### src/rtl/arbiter_pkg.sv
// Shared types and constants for the memory arbiter and its helpers.
package arbiter_pkg;

   typedef enum logic {
      ARB_IDLE = 1'b0,
      ARB_BUSY = 1'b1
   } arb_state_t;

   localparam logic MEM_READ  = 1'b0;
   localparam logic MEM_WRITE = 1'b1;

   localparam int DATA_W = 32;
   localparam int ADDR_W = 32;
   localparam int STRB_W = 4;

endpackage

### src/rtl/round_robin_picker.sv
// Combinational round-robin selector: picks the first requesting index
// strictly after 'last', wrapping around, so 'last' itself has lowest priority.
module round_robin_picker #(
   parameter int N_REQ = 2,
   parameter int IW    = (N_REQ > 1) ? $clog2(N_REQ) : 1
) (
   input  logic [N_REQ-1:0] request,
   input  logic [IW-1:0]    last,
   output logic [IW-1:0]    grant,
   output logic             any
);

   logic [IW-1:0] idx;

   // Scan from the farthest offset back to the nearest so the closest
   // requester after 'last' overwrites any earlier candidate.
   always_comb begin
      grant = '0;
      any   = 1'b0;
      idx   = '0;
      for (int off = N_REQ; off >= 1; off--) begin
         idx = IW'((int'(last) + off) % N_REQ);
         if (request[idx]) begin
            grant = idx;
            any   = 1'b1;
         end
      end
   end

endmodule

### src/rtl/memory_arbiter.sv
// Round-robin arbiter sharing one memory port between N_REQ requesters,
// one transaction outstanding at a time, with a response timeout guard.
module memory_arbiter
   import arbiter_pkg::*;
#(
   parameter int N_REQ          = 2,
   parameter int TIMEOUT_CYCLES = 255
) (
   input  logic                  clk,
   input  logic                  reset,
   input  logic [N_REQ-1:0]      req_request,
   input  logic [N_REQ-1:0]      req_command,
   input  logic [N_REQ*32-1:0]   req_address,
   input  logic [N_REQ*32-1:0]   req_write_data,
   input  logic [N_REQ*4-1:0]    req_write_strobe,
   output logic [N_REQ-1:0]      req_ready,
   output logic [N_REQ-1:0]      req_valid,
   output logic                  req_error,
   output logic [31:0]           req_read_data,
   input  logic                  mem_ready,
   output logic                  mem_enable,
   output logic                  mem_command,
   output logic [31:0]           mem_address,
   output logic [31:0]           mem_write_data,
   output logic [3:0]            mem_write_strobe,
   input  logic                  mem_valid,
   input  logic [31:0]           mem_read_data,
   output logic                  late_response
);

   localparam int IW = (N_REQ > 1) ? $clog2(N_REQ) : 1;
   localparam int CW = $clog2(TIMEOUT_CYCLES + 1);

   arb_state_t     state_reg;
   logic [IW-1:0]  owner_reg;
   logic [IW-1:0]  last_grant_reg;
   logic [CW-1:0]  counter_reg;
   logic           late_reg;

   logic [IW-1:0]  grant;
   logic           any;
   logic           fire;
   logic           busy;
   logic           timeout_hit;
   logic           respond;

   logic [ADDR_W-1:0] addr_arr  [N_REQ];
   logic [DATA_W-1:0] wdata_arr [N_REQ];
   logic [STRB_W-1:0] strb_arr  [N_REQ];

   // Unpack the flat per-requester buses for indexed selection.
   for (genvar gi = 0; gi < N_REQ; gi++) begin : g_unpack
      assign addr_arr[gi]  = req_address[gi*ADDR_W +: ADDR_W];
      assign wdata_arr[gi] = req_write_data[gi*DATA_W +: DATA_W];
      assign strb_arr[gi]  = req_write_strobe[gi*STRB_W +: STRB_W];
   end

   round_robin_picker #(.N_REQ(N_REQ), .IW(IW)) u_picker (
      .request (req_request),
      .last    (last_grant_reg),
      .grant   (grant),
      .any     (any)
   );

   // Outputs are forced quiet while reset is held so nothing is issued or answered.
   assign fire        = !reset && (state_reg == ARB_IDLE) && any && mem_ready;
   assign busy        = !reset && (state_reg == ARB_BUSY);
   assign timeout_hit = (counter_reg == CW'(TIMEOUT_CYCLES - 1));
   assign respond     = busy && (mem_valid || timeout_hit);

   // Command path: the granted requester drives the memory port directly in the accept cycle.
   always_comb begin
      req_ready        = '0;
      mem_enable       = 1'b0;
      mem_command      = MEM_READ;
      mem_address      = '0;
      mem_write_data   = '0;
      mem_write_strobe = '0;
      if (fire) begin
         req_ready[grant] = 1'b1;
         mem_enable       = 1'b1;
         mem_command      = req_command[grant];
         mem_address      = addr_arr[grant];
         mem_write_data   = wdata_arr[grant];
         mem_write_strobe = strb_arr[grant];
      end
   end

   // Response path: a real response always beats a simultaneous timeout.
   always_comb begin
      req_valid     = '0;
      req_error     = 1'b0;
      req_read_data = '0;
      if (respond) begin
         req_valid[owner_reg] = 1'b1;
         req_error            = !mem_valid;
         req_read_data        = mem_valid ? mem_read_data : '0;
      end
   end

   assign late_response = late_reg;

   // Arbitration FSM with ownership, round-robin pointer and timeout counter.
   always_ff @(posedge clk) begin
      if (reset) begin
         state_reg      <= ARB_IDLE;
         owner_reg      <= '0;
         last_grant_reg <= IW'(N_REQ - 1);
         counter_reg    <= '0;
         late_reg       <= 1'b0;
      end else begin
         case (state_reg)
            ARB_IDLE: begin
               if (mem_valid) begin
                  late_reg <= 1'b1;
               end
               if (fire) begin
                  owner_reg      <= grant;
                  last_grant_reg <= grant;
                  counter_reg    <= '0;
                  state_reg      <= ARB_BUSY;
               end
            end
            ARB_BUSY: begin
               if (respond) begin
                  counter_reg <= '0;
                  state_reg   <= ARB_IDLE;
               end else begin
                  counter_reg <= counter_reg + 1'b1;
               end
            end
            default: state_reg <= ARB_IDLE;
         endcase
      end
   end

endmodule

### config.mk
export PLATFORM = sky130hd
export DESIGN_NAME = memory_arbiter
export DESIGN_NICKNAME = d
export VERILOG_FILES = /design/src/rtl/arbiter_pkg.sv /design/src/rtl/round_robin_picker.sv /design/src/rtl/memory_arbiter.sv
export SDC_FILE = /design/constraint.sdc
export NUM_CORES = 1
export LEC_CHECK = 0
export ABC_CLOCK_PERIOD_IN_PS = 2410
export CAP_MARGIN = 10
export CORE_AREA = 5 5 106 108
export CTS_BUF_LIST = sky130_fd_sc_hd__clkbuf_4 sky130_fd_sc_hd__clkbuf_8 sky130_fd_sc_hd__clkbuf_16
export DETAILED_ROUTE_END_ITERATION = 12
export DIE_AREA = 0 0 111 113
export PLACE_DENSITY = 0.65
export SETUP_SLACK_MARGIN = 0.5
export SLEW_MARGIN = 30
export SYNTH_ARGS = -nofsm -noshare
export SYNTH_HDL_FRONTEND = slang
export SYNTH_SLANG_ARGS = --single-unit
export TNS_END_PERCENT = 100
### constraint.sdc
create_clock -name clk -period 2.41 [get_ports clk]
set_clock_uncertainty 0.1 [all_clocks]
set_input_delay 0.482 -clock clk [delete_from_list [all_inputs] [get_ports clk]]
set_output_delay 0.482 -clock clk [all_outputs]
set_load 0.02 [all_outputs]
==> out/metrics.yaml, run 1 <==
max_stage_delay_ns: 0.38
wl_met2_microns: 8719
critPathMaxFanout: 4
clk_latency_ns: 0.25
fin_crit_ns: 2.232
clockBufferDepth: 2
fmax_mhz: 448.1
wl_met3_microns: 1337
h-tree-depth: 1
slowest_stage: "or3_4"
tightest_slew_ns: 0.4995
crit_cells: 7
drive_gt1_frac: 0.5520
grt.total_usage: 0.2298
syn-instance-count: 344
syn_avg_cell_area_sq_um: 5.274
synthAdderAreaFrac: 0.01379
synth_top_family_by_area: "simple AND/OR/NAND/NOR gates"
peakVddDrop_uv: 162.3
status: "complete, no violations"
reg2reg_depth: 7
pin_count: 284
place_hpwl_microns: 9997
leakage_uw: 0.003152
diodes: 0
crit_start: "counter_reg[0]"
first_pass_iters: 4
avgRoutedWirePerCell_microns: 19.10
critPathRequiredTime_ns: 1.83
grt_pass1_vias: 4196
drv_cap: 0
dp_cells: 765
area_delta_synth_final_pct: 300.5
nFillCells: 725
fin_cells: 828
start_kind: "register"
synth_ff_type: "dfxtp_1"
vias: 3874
p_per_area_nw_per_um2: 224.7
routed_wl_microns: 15810
nNetsFinal: 872
largest_reg_flops: 8
ys_seq_area_frac: 0.1324
max-slew-margin-rel: 0.6670
end_kind: "primary output"
synthMuxAreaShare: 0.005517
regToRegStartpoint: "counter_reg[0]"
crit_family: "simple AND/OR/NAND/NOR gates"
yosysMostFrequentCell: "nand2_1"
rows: 37
worstHoldPathType: "reg -> reg"
antenna_found_initial: 0
die_h_microns: 113
worstSetupEndpoint: "req_valid[1]"
rsz0062_at_grt: "yes"
io_buffer_count: 283
ys_types: 28
clkTransAtPathRegs_ns: 0.06
finalMaxSlewViolations: 0
yosysTopAreaCellShare: 0.3062
cts_tree: "built"
route.detailed.drc: 0
finalHoldViolCount: 0
postRouteAntennaNets: 0
die_area_sq_um: 12540
clock_sinks: 12
syn-cell-area_sq_um: 1814
setup_tns_ns: 0
design_area_sq_um: 7266
path_cells: "inv_2 -> ha_4 -> and3_4 -> a21oi_2 -> or3_4 -> nor2_4 -> buf_6"
power_uw: 1633
critical_path_arrival_ns: 1.65
dr.first_iter.drc_count: 147
holdBufCountCts: 0
start_util: 0.1789
m1WireLength_microns: 5379
viasPerCell: 4.679
grt_first_pass_wirelength_microns: 22900
synth_compound_area_frac: 0.2676
path_class: "reg -> out"
die_w_microns: 111
hold_ws_ns: 0.3694
core_sq_um: 10140
synth_commonest_cells: "148 x nand2_1, 76 x a21oi_1, 33 x and2_1"
cts-root-buf: "clkbuf_8"
synth_area_leaders: "nand2_1 31%, a21oi_1 21%, dfxtp_1 13%"
crit_buf_inv: 2
synthXorXnorAreaFrac: 0.009655
grt_max_degree: 34
overflow: 0
r2r-end: "counter_reg[7]"
place_area_sq_um: 5366
cts_buffers: 3
ff2ff_setup_slack_ns: 0.59
synthArstFlopShare: 0
final.period_utilization: 0.9259
dr.max_layer_used: "met4"
place.gp.congestion: 0.9683
synth-edff-count: 0
synth-simple-area-share: 0.4945
finalSetupViolations: 0
ys_ff_latch: 12
synth_top_cell_by_area: "nand2_1"
synth_nets: 522
synth-warning-count: 0
cell families (layout without fill, tap and decap cells):
logic type,Yosys count,count (layout)
simple gates,204,204
compound gates,89,89
buf+inv,34,382
flops,12,12
fa+ha+maj,2,2
xor+xnor,2,2
mux,1,1
layout make-up:
| class | instances | area (sq um) | share of cell area |
|---|---|---|---|
| Timing Repair Buffer | 372 | 4239 | 0.5834 |
| Multi-Input combinational cell | 298 | 2542 | 0.3499 |
| Sequential cell | 12 | 244.0 | 0.03358 |
| Tap cell | 136 | 170.2 | 0.02342 |
| Clock buffer | 3 | 41.29 | 0.005683 |
| Inverter | 7 | 28.78 | 0.003961 |
report_power, final:
group / switching [uW] / internal, uW
clock: 82.2 / 111
combinational: 537 / 692
sequential: 5.19 / 205
worst min path at each step:
stage,start,end,cells after the start
6_report,counter_reg[6],counter_reg[6],1
5_1_grt,counter_reg[7],counter_reg[7],1
4_1_cts,late_response,late_response,2
3_5_place_dp,late_response,late_response,2
3_3_place_gp,late_response,late_response,2
2_1_floorplan,last_grant_reg,last_grant_reg,2
cells in the final DEF, fill, tap and decap left out, types with 2 or more instances in the layout:
cell,instances
nand2_1,94
a31oi_1,5
buf_2,2
o21ai_0,4
nor2_4,4
inv_1,3
buf_4,42
inv_2,3
nand2_4,46
buf_6,120
a21oi_2,26
a21oi_1,6
clkbuf_8,3
buf_12,14
and3_4,2
a21oi_4,44
buf_8,5
nand3_1,6
clkdlybuf4s50_1,171
nor2_1,3
nand2_2,8
buf_16,18
and2_4,33
dfxtp_2,3
xnor2_1,2
dfxtp_1,9
stage by stage:
stage	setup slack (ns)	util
after floorplan	0.3985	-
final	0.1785	0.7166
after global routing	0.1341	0.7166
after detailed placement	-0.5711	0.5293
after global placement	-0.5683	0.5293
after CTS	0.1914	0.6665
repair_timing:
item | CTS | global route
pin swaps | 91 | 58
buffers inserted | 30 | 13
cloned | 17 | 0
hold endpoints to repair | 0 | 0
setup endpoints to repair | 109 | 110
gates resized for setup | 793 | 88
layer usage:
layer	track usage	up-vias
met2	0.4591	212
met4	0.06404	0
met1	0.2306	1812
met5	0	-
li1	-	1824
met3	0.06471	26
Power figures use the tool's default switching activity.
==> inputs of run 2 (changes only) <==
- RECOVER_POWER: unset -> 50
- SKIP_LAST_GASP: unset -> 1
==> run 2 against run 1 <==
Global-route usage is the same. Clock power is essentially flat. Die area is the same. Sequential power is essentially flat. Register-to-register slack lost 0.25 ns. Largest power group unchanged. Non-clock buffer count is the same. Routed wire length grew 0.18%.
==> out/metrics.yaml, run 2 (synthesis gave the netlist of run 1 again) <==
die_area_sq_um: 12540  # unchanged
cts_buffers: 3  # unchanged
fin_crit_ns: 2.269  # +0.03763 ns
postRouteAntennaNets: 0  # unchanged
dr.first_iter.drc_count: 124  # -16%
grt_pass1_vias: 4196  # unchanged
final_common_cell: "clkdlybuf4s50_1"
clk_latency_ns: 0.25  # about the same
area_delta_synth_final_pct: 292.4
grt.total_usage: 0.2298  # unchanged
finalSetupViolations: 0  # unchanged
die_w_microns: 111  # unchanged
start_util: 0.1789  # unchanged
vias: 3882  # +0.21%
max-slew-margin-rel: 0.5094  # -0.1576
grt_first_pass_wirelength_microns: 22900  # unchanged
leakage_uw: 0.003102  # -1.6%
path_class: "reg -> out"
place_hpwl_microns: 9997  # unchanged
rows: 37  # unchanged
largest_reg_flops: 8  # unchanged
first_pass_iters: 6  # +2
finalMaxSlewViolations: 0  # unchanged
grt_max_degree: 34  # unchanged
reg2reg_depth: 7  # unchanged
pin_count: 284  # unchanged
end_kind: "primary output"
holdBufCountCts: 0  # unchanged
final.period_utilization: 0.9415  # +0.01561
whs_path_depth: 1  # unchanged
finalHoldViolCount: 0  # unchanged
core_sq_um: 10140  # unchanged
mostFrequentLayoutCells: "170 x clkdlybuf4s50_1, 103 x buf_6, 94 x nand2_1"
diodes: 0  # unchanged
cts_tree: "built"
p_per_area_nw_per_um2: 227.0  # +1.0%
nNetsFinal: 872  # unchanged
worstHoldPathType: "reg -> reg"
setup_ws_ns: 0.1409  # -0.03763 ns
status: "complete, no violations"
fmax_mhz: 440.7  # -1.7%
drv_cap: 0  # unchanged
clockBufferDepth: 2  # unchanged
start_kind: "register"
critPathMaxFanout: 6  # +2
place.gp.congestion: 0.9683  # unchanged
critical_path_arrival_ns: 1.69  # +0.04 ns
dp_slack_ns: -0.5711  # unchanged
drive_gt1_frac: 0.5303  # -0.02168
viasPerCell: 4.688  # +0.21%
rsz0062_at_grt: "yes"
setup_tns_ns: 0  # unchanged
clock_sinks: 12  # unchanged
peakVddDrop_uv: 162.8  # +0.34%
avgRoutedWirePerCell_microns: 19.13  # +0.18%
tightest_slew_ns: 0.7345  # +0.2350 ns
io_buffer_count: 283  # unchanged
critPathRequiredTime_ns: 1.83  # about the same
antenna_found_initial: 0  # unchanged
routed_wl_microns: 15840  # +0.18%
h-tree-depth: 1  # unchanged
route.detailed.drc: 0  # unchanged
cts-root-buf: "clkbuf_8"
overflow: 0  # unchanged
die_h_microns: 113  # unchanged
clkTransAtPathRegs_ns: 0.06  # about the same
[run 2: cell type report]
type	instances	area [sq um]
sequential	12	240.2
multi-input combinational	298	2516
fill	758	3019
timing repair buffer	372	4123
tap	136	170.2
clock buffer	3	41.29
inverter	7	28.78
[run 2: stage by stage]
| stage | hold WS [ns] | cell area [sq um] | power, uW | instances | util |
|---|---|---|---|---|---|
| floorplan | 0.3388 | 2198 | 534.6 | 344 | - |
| global placement | 0.3525 | 5366 | 1012 | 765 | 0.5293 |
| detailed placement | 0.3568 | 5366 | 1018 | 765 | 0.5293 |
| CTS | 0.3728 | 6758 | 1526 | 815 | 0.6665 |
| global route | 0.3999 | 7119 | 1688 | 828 | 0.7022 |
| finish | 0.3710 | 7119 | 1616 | 828 | 0.7022 |
[run 2: final timing paths]
check                                    start                  end  slack [ns]
worst max-delay path                 state_reg  mem_write_strobe[1]        0.14
worst min-delay path            counter_reg[6]       counter_reg[6]        0.37
worst max register to register  counter_reg[0]       counter_reg[6]        0.34
worst min register to register  counter_reg[6]       counter_reg[6]        0.37
[run 2: layer usage]
metal / track usage / wire [microns] / part of all wire / up-vias
li1: - / - / - / 1826
met1: 0.2306 / 5498 / 0.35 / 1817
met2: 0.4591 / 8686 / 0.55 / 213
met3: 0.06471 / 1268 / 0.080 / 26
met4: 0.06404 / 387 / 0.024 / 0
met5: 0 / 0 / 0 / -
[run 2: repair_timing]
item                                    in CTS  in global routing
pin swaps                                   91                 58
buffers inserted                            30                 13
gates cloned                                17                  0
endpoints found under the setup margin     109                110
resized for setup                          793                 88
[run 2: critical path, stage by stage, from the launching register on]
cell and delay (ns):
dfxtp_1 0.32, inv_1 0.13, o211ai_4 0.09, nand2b_4 0.20
buf_6 0.14, buf_12 0.13, buf_16 0.15, a21oi_4 0.13
buf_6 0.14
[run 2: report_power, final]
| group | total (uW) | leakage, uW | switching (uW) | internal [uW] |
|---|---|---|---|---|
| combinational | 1210 | 0.00298 | 535 | 679 |
| clock | 193 | 0.0000216 | 82.3 | 111 |
| sequential | 209 | 0.0000976 | 5.03 | 204 |
==> inputs of run 3 (changes only) <==
- SKIP_LAST_GASP: 1 -> unset
==> results of run 3 <==
The final DEF is identical to that of run 2; final timing and power are the same.
